===== src/rtl/mem_arb_pkg.sv =====
// mem_arb_pkg: shared encodings for the byte-serial memory arbiter.
//   SZ_*      request size encodings (3 decodes as a word)
//   IDLE/XFER/DONE  controller state encoding
//   ARB_*     arbitration mode selectors
//   size_bytes / extend  helpers for byte count and read-data extension
package mem_arb_pkg;

  localparam logic [1:0] SZ_BYTE = 2'd0;
  localparam logic [1:0] SZ_HALF = 2'd1;
  localparam logic [1:0] SZ_WORD = 2'd2;

  localparam logic [1:0] IDLE = 2'd0;
  localparam logic [1:0] XFER = 2'd1;
  localparam logic [1:0] DONE = 2'd2;

  localparam int ARB_FIXED = 0;
  localparam int ARB_RR    = 1;

  // Attributes of the transfer in flight, latched at grant.
  typedef struct packed {
    logic       wr;
    logic       sgn;
    logic [2:0] nb;
  } xfer_attr_t;

  function automatic logic [2:0] size_bytes(input logic [1:0] sz);
    case (sz)
      SZ_BYTE: return 3'd1;
      SZ_HALF: return 3'd2;
      default: return 3'd4;
    endcase
  endfunction

  function automatic logic [31:0] extend(input logic [31:0] d, input logic [2:0] nb,
                                         input logic sgn);
    case (nb)
      3'd1:    return {{24{sgn & d[7]}}, d[7:0]};
      3'd2:    return {{16{sgn & d[15]}}, d[15:0]};
      default: return d;
    endcase
  endfunction

endpackage


===== src/rtl/rr_arbiter.sv =====
// rr_arbiter: combinational grant pick.
//   req      request vector
//   last_g   index of the previous grant (round-robin pointer)
//   rr_mode  0 = highest requesting index wins, 1 = first requester after last_g
//   gnt_oh / gnt_idx / gnt_any  one-hot grant, its index, any grant
module rr_arbiter
  import mem_arb_pkg::*;
#(
  parameter int N     = 2,
  parameter int IDX_W = 1
) (
  input  logic [N-1:0]     req,
  input  logic [IDX_W-1:0] last_g,
  input  logic             rr_mode,
  output logic [N-1:0]     gnt_oh,
  output logic [IDX_W-1:0] gnt_idx,
  output logic             gnt_any
);

  always_comb begin
    int j;
    j       = 0;
    gnt_oh  = '0;
    gnt_idx = '0;
    gnt_any = 1'b0;
    if (rr_mode) begin
      // Search upward from last_g+1 with wrap; last_g itself is checked last.
      for (int i = 1; i <= N; i++) begin
        j = (int'(last_g) + i) % N;
        if (!gnt_any && req[j]) begin
          gnt_oh[j] = 1'b1;
          gnt_idx   = IDX_W'(j);
          gnt_any   = 1'b1;
        end
      end
    end else begin
      // Later iterations overwrite earlier ones, so the highest index wins.
      for (int i = 0; i < N; i++) begin
        if (req[i]) begin
          gnt_oh    = '0;
          gnt_oh[i] = 1'b1;
          gnt_idx   = IDX_W'(i);
          gnt_any   = 1'b1;
        end
      end
    end
  end

endmodule


===== src/rtl/mem_arbiter.sv =====
// mem_arbiter: arbitrates N_PORTS requesters onto one byte-wide RAM/IO bus,
// serialising 1/2/4-byte reads and writes.
//   clk_in, rst_n_in          clock, async active-low reset
//   rdy_in, io_buffer_full    stall when !rdy_in || io_buffer_full
//   flush                     cancels reads of ports in FLUSH_MASK
//   mem_din/mem_dout/mem_a/mem_wr  RAM bus (read data arrives two edges after address)
//   req_* (per port, packed)  request fields, held until rsp_rdy
//   rsp_rdy, rsp_data         one-hot single-cycle completion, read data
module mem_arbiter
  import mem_arb_pkg::*;
#(
  parameter int                 N_PORTS    = 2,
  parameter int                 ADDR_W     = 32,
  parameter int                 ARB_MODE   = ARB_FIXED,
  parameter logic [N_PORTS-1:0] FLUSH_MASK = '1
) (
  input  logic                    clk_in,
  input  logic                    rst_n_in,
  input  logic                    rdy_in,
  input  logic                    io_buffer_full,
  input  logic                    flush,
  input  logic [7:0]              mem_din,
  output logic [7:0]              mem_dout,
  output logic [ADDR_W-1:0]       mem_a,
  output logic                    mem_wr,
  input  logic [N_PORTS-1:0]      req_en,
  input  logic [N_PORTS-1:0]      req_wr,
  input  logic [2*N_PORTS-1:0]    req_size,
  input  logic [N_PORTS-1:0]      req_signed,
  input  logic [ADDR_W*N_PORTS-1:0] req_addr,
  input  logic [32*N_PORTS-1:0]   req_wdata,
  output logic [N_PORTS-1:0]      rsp_rdy,
  output logic [31:0]             rsp_data
);

  localparam int IDX_W = (N_PORTS > 1) ? $clog2(N_PORTS) : 1;

  logic [N_PORTS-1:0][ADDR_W-1:0] p_addr;
  logic [N_PORTS-1:0][31:0]       p_wdata;
  logic [N_PORTS-1:0][1:0]        p_size;

  for (genvar p = 0; p < N_PORTS; p++) begin : g_unpack
    assign p_addr[p]  = req_addr[ADDR_W*p +: ADDR_W];
    assign p_wdata[p] = req_wdata[32*p +: 32];
    assign p_size[p]  = req_size[2*p +: 2];
  end

  logic [1:0]         state;
  logic [IDX_W-1:0]   last_g;
  logic [N_PORTS-1:0] g_oh;
  xfer_attr_t         cur;
  logic [ADDR_W-1:0]  cur_addr;
  logic [31:0]        cur_wdata;
  logic [2:0]         step;     // edges elapsed since the grant edge
  logic [31:0]        rbuf;

  // Flush in IDLE hides masked ports from the arbiter for that cycle.
  logic [N_PORTS-1:0] req_eff;
  logic [N_PORTS-1:0] arb_oh;
  logic [IDX_W-1:0]   arb_idx;
  logic               arb_any;

  assign req_eff = req_en & ~({N_PORTS{flush}} & FLUSH_MASK);

  rr_arbiter #(.N(N_PORTS), .IDX_W(IDX_W)) u_arb (
    .req     (req_eff),
    .last_g  (last_g),
    .rr_mode (ARB_MODE == ARB_RR),
    .gnt_oh  (arb_oh),
    .gnt_idx (arb_idx),
    .gnt_any (arb_any)
  );

  logic        stall;
  logic        cancel;
  logic [31:0] wsh;
  logic [1:0]  cap_idx;
  logic [31:0] rd_next;

  assign stall   = !rdy_in || io_buffer_full;
  // Stores are never torn: only reads of masked ports are cancellable.
  assign cancel  = flush && |(FLUSH_MASK & g_oh) && !cur.wr;
  assign wsh     = cur_wdata >> {step[1:0], 3'b000};
  // mem_din at edge k+2 holds the byte addressed at edge k.
  assign cap_idx = 2'(step - 3'd2);

  always_comb begin
    rd_next = rbuf;
    case (cap_idx)
      2'd0:    rd_next[7:0]   = mem_din;
      2'd1:    rd_next[15:8]  = mem_din;
      2'd2:    rd_next[23:16] = mem_din;
      default: rd_next[31:24] = mem_din;
    endcase
  end

  always_ff @(posedge clk_in or negedge rst_n_in) begin
    if (!rst_n_in) begin
      state     <= IDLE;
      last_g    <= IDX_W'(N_PORTS - 1);
      g_oh      <= '0;
      cur       <= '0;
      cur_addr  <= '0;
      cur_wdata <= '0;
      step      <= '0;
      rbuf      <= '0;
      mem_dout  <= '0;
      mem_a     <= '0;
      mem_wr    <= 1'b0;
      rsp_rdy   <= '0;
      rsp_data  <= '0;
    end else if (!stall) begin
      case (state)
        IDLE: begin
          if (arb_any) begin
            g_oh      <= arb_oh;
            last_g    <= arb_idx;
            cur       <= '{wr: req_wr[arb_idx], sgn: req_signed[arb_idx],
                          nb: size_bytes(p_size[arb_idx])};
            cur_addr  <= p_addr[arb_idx];
            cur_wdata <= p_wdata[arb_idx];
            rbuf      <= '0;
            step      <= 3'd1;
            mem_a     <= p_addr[arb_idx];
            mem_wr    <= req_wr[arb_idx];
            if (req_wr[arb_idx]) mem_dout <= p_wdata[arb_idx][7:0];
            state     <= XFER;
          end
        end
        XFER: begin
          if (cancel) begin
            mem_wr <= 1'b0;
            state  <= IDLE;
          end else begin
            step <= step + 3'd1;
            if (cur.wr) begin
              if (step == cur.nb) begin
                mem_wr  <= 1'b0;
                rsp_rdy <= g_oh;
                state   <= DONE;
              end else begin
                mem_a    <= cur_addr + ADDR_W'(step);
                mem_dout <= wsh[7:0];
              end
            end else begin
              if (step < cur.nb)   mem_a <= cur_addr + ADDR_W'(step);
              if (step >= 3'd2)    rbuf  <= rd_next;
              if (step == cur.nb + 3'd1) begin
                rsp_data <= extend(rd_next, cur.nb, cur.sgn);
                rsp_rdy  <= g_oh;
                state    <= DONE;
              end
            end
          end
        end
        DONE: begin
          // One dead cycle lets the requester retire the acknowledged request.
          rsp_rdy <= '0;
          state   <= IDLE;
        end
        default: state <= IDLE;
      endcase
    end
  end

endmodule


===== config.mk =====
export PLATFORM = sky130hd
export DESIGN_NAME = mem_arbiter
export DESIGN_NICKNAME = d
export VERILOG_FILES = /design/src/rtl/mem_arb_pkg.sv /design/src/rtl/rr_arbiter.sv /design/src/rtl/mem_arbiter.sv
export SDC_FILE = /design/constraint.sdc
export NUM_CORES = 1
export LEC_CHECK = 0
export ABC_AREA = 1
export BUFFER_PORTS_ARGS = -buffer_cell sky130_fd_sc_hd__clkbuf_2
export CORE_MARGIN = 10
export CORE_UTILIZATION = 34
export CTS_BUF_LIST = sky130_fd_sc_hd__clkbuf_16
export DETAILED_ROUTE_END_ITERATION = 8
export PLACE_DENSITY_LB_ADDON = 0.2
export RECOVER_POWER = 25
export SYNTH_ARGS = -nofsm -noshare
export SYNTH_HDL_FRONTEND = slang
export SYNTH_SLANG_ARGS = --single-unit

===== constraint.sdc =====
create_clock -name clk_in -period 2.44 [get_ports clk_in]
set_input_delay 0.488 -clock clk_in [delete_from_list [all_inputs] [get_ports clk_in]]
set_output_delay 0.488 -clock clk_in [all_outputs]
set_load 0.05 [all_outputs]

==> results.yml, run 1 <==
synthesis:
  syn_area_um2: 10200
  synth_edf_count: 0
  yosys-top-cells-area: "dfrtp_1, nand2_1, o21ai_0"
  synth_top_area_share_pct: 44.7
  postSynthAreaPerCell_um2: 7.18
  syn_inst: 1427
  yosysUniqueCellTypes: 33
  synth_top_area_cell: "dfrtp_1"
  synthArstFlopShare_pct: 100
  synth_nets: 1592
  synth_seq_area_share_pct: 44.7
  ys_warn_count: 0
  ys_seq_elements: 183
  synth_flop_cell: "dfrtp_1"
critical_path:
  crit_arrival_ns: 2.49
  worstSetupPathType: "register to register"
  rrSetupSlack_ns: 0.31
  reg2reg_depth: 9
  worstReg2RegEnd: "mem_a[10]"
  worstPathMaxFanout: 5
  endpoint_kind: "register"
  crit_end: "mem_a[10]"
  r2r-start: "step[0]"
  crit_chain: "ha_1, fa_1, nand3_1, nand2_1, nand3_1, or2_2, nand3_1, nand3_1, nand2_1"
  worstPathRequired_ns: 2.80
  critPathMaxStageDelay_ns: 0.40
  start_kind: "register"
  cp-startpoint: "step[0]"
  cpMostUsedCell: "nand3_1"
  cp_slowest_cell: "dfrtp_1"
worst_hold_path:
  hold_path.class: "input port to register"
sta:
  setup_viol: 0
  relSlewSlack_pct: -13.0
  max_freq_ghz: 0.470
  setup_tns_ns: 0
  tightestPinTransition_ns: 1.69
  setup_slack_ns: 0.310
  skew_ns: 0.0203
  min_period_ns: 2.13
  final.period_utilization_pct: 87.3
  finalMaxSlewViolations: 60
  rsz0062_at_grt: "false"
  finalHoldViolations: 0
  fin_hold_ws_ns: 0.318
status:
  status: "complete, but fails checks"
  violations: "max-capacitance violations, max-slew violations"
power_and_ir_drop:
  p_int_mw: 7.78
  p_leak_nw: 6.34
  p_clk_share_pct: 18.4
  comb_power_share_pct: 48.1
  p_seq_share_pct: 33.4
  switching_share_pct: 49.4
  vdd_drop_max_v: 0.000739
  power_density_nw_per_um2: 1250
  power.switching_mw: 7.60
final_layout:
  fin_nets: 1789
  layout_commonest_cell: "nand2_1"
  antenna_cells: 0
  layout-drive-gt1-share_pct: 18.7
  final_cell_mix: "nand2_1, clkbuf_2, o21ai_0"
  fin_util_pct: 41.6
  finalInstanceArea_um2: 12400
  syn_to_final_growth_pct: 20.6
grt:
  grt_pass1_vias: 9795
  grt_max_degree: 97
  overflow: 0
  antenna_found_initial: 0
  grtUsageTotal_pct: 17.8
  grt_pass1_wl_um: 54900
flow_run:
  max_cap_viol_count: 1
floorplanning:
  die-area_um2: 37500
  ios: 226
  start_util_pct: 34.5
  core-area_um2: 29700
  die_w_um: 194
  die_h_um: 194
  rows: 63
detailed_routing:
  wl_per_cell_um: 16.9
  avgViaCountPerCell: 4.91
  drt-initial-drc-count: 693
  dr.pass1.iters: 5
  drc: 0
  detail-route-antenna-nets: 0
  drt-total-wl_um: 34100
  num_vias: 9953
clock_tree:
  ctsHtreeMaxLevel: 4
  numCtsBuffers: 17
  ctsRootBufferMaster: "clkbuf_16"
  clkLatencyLatePin_ns: 0.44
  ctsHoldBuffers: 0
  cts_buffer_depth: 2
  path_clk_slew_ns: 0.09
  cts_num_sinks: 183
  cts_tree: "done"
placed_design:
  post-place-ws_ns: 0.190
  placed_area_um2: 11800
  gp_congestion: 0.891
  portBuffers: 225
  dpl.hpwl_um: 25700
[routing by layer]
metal / vias up / wire length [um] / GRT usage [%]
met5: - / 0 / 0
met1: 4613 / 16300 / 24.8
met3: 23 / 1610 / 3.18
li1: 5040 / - / -
met4: 0 / 395 / 3.81
met2: 277 / 15800 / 28.3
[flip-flops by register name, summed over array words and instances, names as in the netlist, 3 cells and up]
signal and cells:
cur 5, cur_addr 32, cur_wdata 32, mem_a 32, mem_dout 8, rbuf 32, rsp_data 32, step 3
[logic make-up (layout without fill, tap and decap cells)]
family | Yosys count | count (layout) | synth area share [%]
adder cells (fa/ha/maj) | 14 | 14 | 1.78
flip-flops | 183 | 183 | 44.7
AO/OA/AOI/OAI | 301 | 301 | 15.3
multiplexers | 9 | 9 | 0.904
buffers and inverters | 186 | 395 | 7.95
XOR/XNOR | 3 | 3 | 0.257
AND/OR/NAND/NOR | 731 | 731 | 29.1
[area by class of cell]
type                       count  area (um2)
timing repair buffer         252        1420
fill                        3136       17400
sequential                   183        4580
clock buffer                  17         425
tap                          390         488
multi-input combinational   1058        4860
clock inverter                14         156
inverter                     112         420
[worst min-delay path by stage]
| stage | start | to | depth (start not counted) |
|---|---|---|---|
| floorplan | rst_n_in | cur[0] | 0 |
| global placement | mem_a[17] | mem_a[17] | 2 |
| detailed placement | mem_a[18] | mem_a[18] | 2 |
| CTS | rst_n_in | cur[0] | 1 |
| global route | req_wdata[61] | cur_wdata[29] | 3 |
| finish | req_wdata[57] | cur_wdata[25] | 3 |
[repair_timing]
action,4_1_cts,5_1_grt
buffers inserted,0,0
setup endpoints to repair,0,4
resized for setup,0,3
[per-stage QoR]
| stage | total power [mW] | std cells |
|---|---|---|
| CTS | 15.5 | 2026 |
| global route | 16.6 | 2026 |
| finish | 15.4 | 2026 |
| detailed placement | 12.7 | 1995 |
| global placement | 12.6 | 1995 |
| floorplan | 10.3 | 1427 |
[power groups by stage]
| stage | logic (mW) | registers (mW) | clock network [mW] |
|---|---|---|---|
| detailed placement | 7.46 | 5.19 | 0 |
| finish | 7.40 | 5.14 | 2.84 |
| global placement | 7.39 | 5.18 | 0 |
| global route | 8.25 | 5.32 | 3.03 |
| floorplan | 3.56 | 6.72 | 0 |
| CTS | 7.49 | 5.14 | 2.91 |
[Yosys cell counts, types with 3 or more instances]
library cell,instances
a21oi_1,42
buf_2,21
buf_4,5
buf_6,9
clkbuf_1,35
clkbuf_2,3
dfrtp_1,183
ha_1,13
inv_1,106
inv_2,5
mux2i_1,7
nand2_1,458
nand2_2,5
nand3_1,154
nor2_1,103
nor2_2,4
o211ai_1,10
o21a_1,9
o21ai_0,224
o21ai_1,12
[critical path: cells and delay by family (launching register included)]
family                     cells  cell delay [ns]
adders and majority gates      2             0.55
and+or+nand+nor                7             1.13
DFF                            1             0.40
Note: power is estimated with default switching activity, not from simulation.
==> run 2: changes to the inputs <==
Settings changed: CORE_UTILIZATION 34 to 55.
==> run 2 against run 1 <==
Against the previous run:
- routed wire length down 8.6%
- register-to-register slack about the same
- total power down 0.51%
- design area down 1.4%
- die area decreased by 35%
- first-iteration DRC count is 25% higher
- via count is 2.5% higher
- count of clock-buffer cells in the layout stayed put
- critical path depth is 2 higher
- combinational power fell by 0.7%
- critical endpoint is now mem_a[22]
- the run now ends clean
==> results.yml, run 2 (synthesis results as in run 1) <==
status:
  status: "finished clean"
clock_tree:
  cts_tree: "done"
  postCtsSetupBuffers: 0
  clkLatencyLatePin_ns: 0.44
  ctsRootBufferMaster: "clkbuf_16"
  numCtsBuffers: 17
  cts_num_sinks: 183
  path_clk_slew_ns: 0.07
  cts_buffer_depth: 2
  ctsHtreeMaxLevel: 4
sta:
  setup_viol: 0
  relSlewSlack_pct: 30.2
  max_freq_ghz: 0.467
  final.period_utilization_pct: 87.8
  finalHoldViolations: 0
  setup_tns_ns: 0
  finalMaxSlewViolations: 0
  skew_ns: 0.0111
  rsz0062_at_grt: "false"
  tightestPinTransition_ns: 1.05
  fin_hold_ws_ns: 0.317
  min_period_ns: 2.14
grt:
  grt_pass1_vias: 9913
  antenna_found_initial: 0
  overflow: 0
  grt_max_degree: 71
  grt_pass1_wl_um: 50700
  grtUsageTotal_pct: 25.6
floorplanning:
  ios: 226
  rows: 49
  die_w_um: 156
  die_h_um: 156
  core-area_um2: 18100
  die-area_um2: 24500
  start_util_pct: 56.4
final_layout:
  final_cell_mix: "nand2_1, clkbuf_2, o21ai_0"
  syn_to_final_growth_pct: 18.9
  layout-drive-gt1-share_pct: 18.7
  fill_cells: 1596
  antenna_cells: 0
  fin_nets: 1792
  layout_commonest_cell: "nand2_1"
detailed_routing:
  drt-total-wl_um: 31200
  detail-route-antenna-nets: 0
  dr.pass1.iters: 5
  num_vias: 10200
  avgViaCountPerCell: 5.46
  drt-initial-drc-count: 866
  wl_per_cell_um: 16.7
  drc: 0
critical_path:
  cp.buffers_inverters: 0
  cp_slowest_cell: "dfrtp_1"
  endpoint_kind: "register"
  cpMostUsedCell: "nand2_1"
  worstPathMaxFanout: 5
  critPathTopFamily: "simple AND/OR/NAND/NOR gates"
  start_kind: "register"
  critPathMaxStageDelay_ns: 0.45
  worstPathRequired_ns: 2.77
  worstSetupPathType: "register to register"
  crit_arrival_ns: 2.47
  crit_chain: "ha_1, fa_1, nand2_1, nand2_1, nand3_1, nor2_1, nand2_1, nand2_1, nand3_1, nand3_1, nand2_1"
placed_design:
  portBuffers: 225
  dpl.hpwl_um: 23200
  gp_congestion: 0.961
power_and_ir_drop:
  p_int_mw: 7.85
  p_leak_nw: 6.35
  vdd_drop_max_v: 0.000595
  power.switching_mw: 7.46
  comb_power_share_pct: 48.0
  power_density_nw_per_um2: 1260
  switching_share_pct: 48.7
  p_seq_share_pct: 33.6
  p_clk_share_pct: 18.4
flow_run:
  max_cap_viol_count: 0
worst_hold_path:
  hold_path.class: "input port to register"
run 2: worst reg2reg max path, delay by kind of cell (launching register included):
kind	cells	cell delay (ns)
fa+ha+maj	2	0.52
flops	1	0.45
simple gates	9	1.07
run 2: path summary, 6_finish.rpt:
check / start / endpoint / slack (ns) / cells after the start
max in group asynchronous: rst_n_in / step[2] / 0.43 / 3
hold / removal: req_wdata[62] / cur_wdata[30] / 0.32 / 3
setup reg to reg: step[0] / mem_a[22] / 0.30 / 11
min in group asynchronous: rst_n_in / rsp_data[3] / 0.77 / 2
hold reg to reg: mem_a[10] / mem_a[10] / 0.48 / 2
setup / recovery: step[0] / mem_a[22] / 0.30 / 11
run 2: per-layer routing:
metal,global-route usage [%],vias to the layer above,wire (um)
met1,34.1,4716,14000
met3,6.09,44,2380
met4,6.97,0,511
met5,0,-,0
met2,40.9,402,14400
li1,-,5042,-
run 2: timing repair:
action	CTS	global route
endpoints found under the hold margin	34	0
setup endpoints to repair	0	8
hold buffers	1	0
gates resized for setup	0	1
run 2: final cells by class:
type / instances / area (um2) / area share (%)
sequential: 183 / 4580 / 37.6
inverter: 112 / 420 / 3.45
clock inverter: 15 / 170 / 1.40
clock buffer: 17 / 425 / 3.49
tap: 229 / 287 / 2.35
timing repair buffer: 255 / 1430 / 11.8
multi-input combinational: 1058 / 4860 / 39.9
run 2: metrics by stage:
step | setup slack, ns | util, % | instance area [um2] | total power [mW] | instances
after floorplan | 0.249 | - | 10200 | 10.3 | 1427
after global placement | 0.382 | 63.8 | 11600 | 12.3 | 1836
after detailed placement | 0.282 | 63.8 | 11600 | 12.5 | 1836
after CTS | 0.251 | 67.2 | 12200 | 15.3 | 1869
after global routing | 0.0823 | 67.1 | 12200 | 16.4 | 1869
final | 0.297 | 67.1 | 12200 | 15.3 | 1869
run 2: power groups by stage:
stage,clock [mW],sequential (mW),combinational [mW]
2_1_floorplan,0,6.72,3.56
3_3_place_gp,0,5.11,7.19
3_5_place_dp,0,5.15,7.31
4_1_cts,2.82,5.11,7.34
5_1_grt,2.96,5.28,8.11
6_report,2.81,5.14,7.35
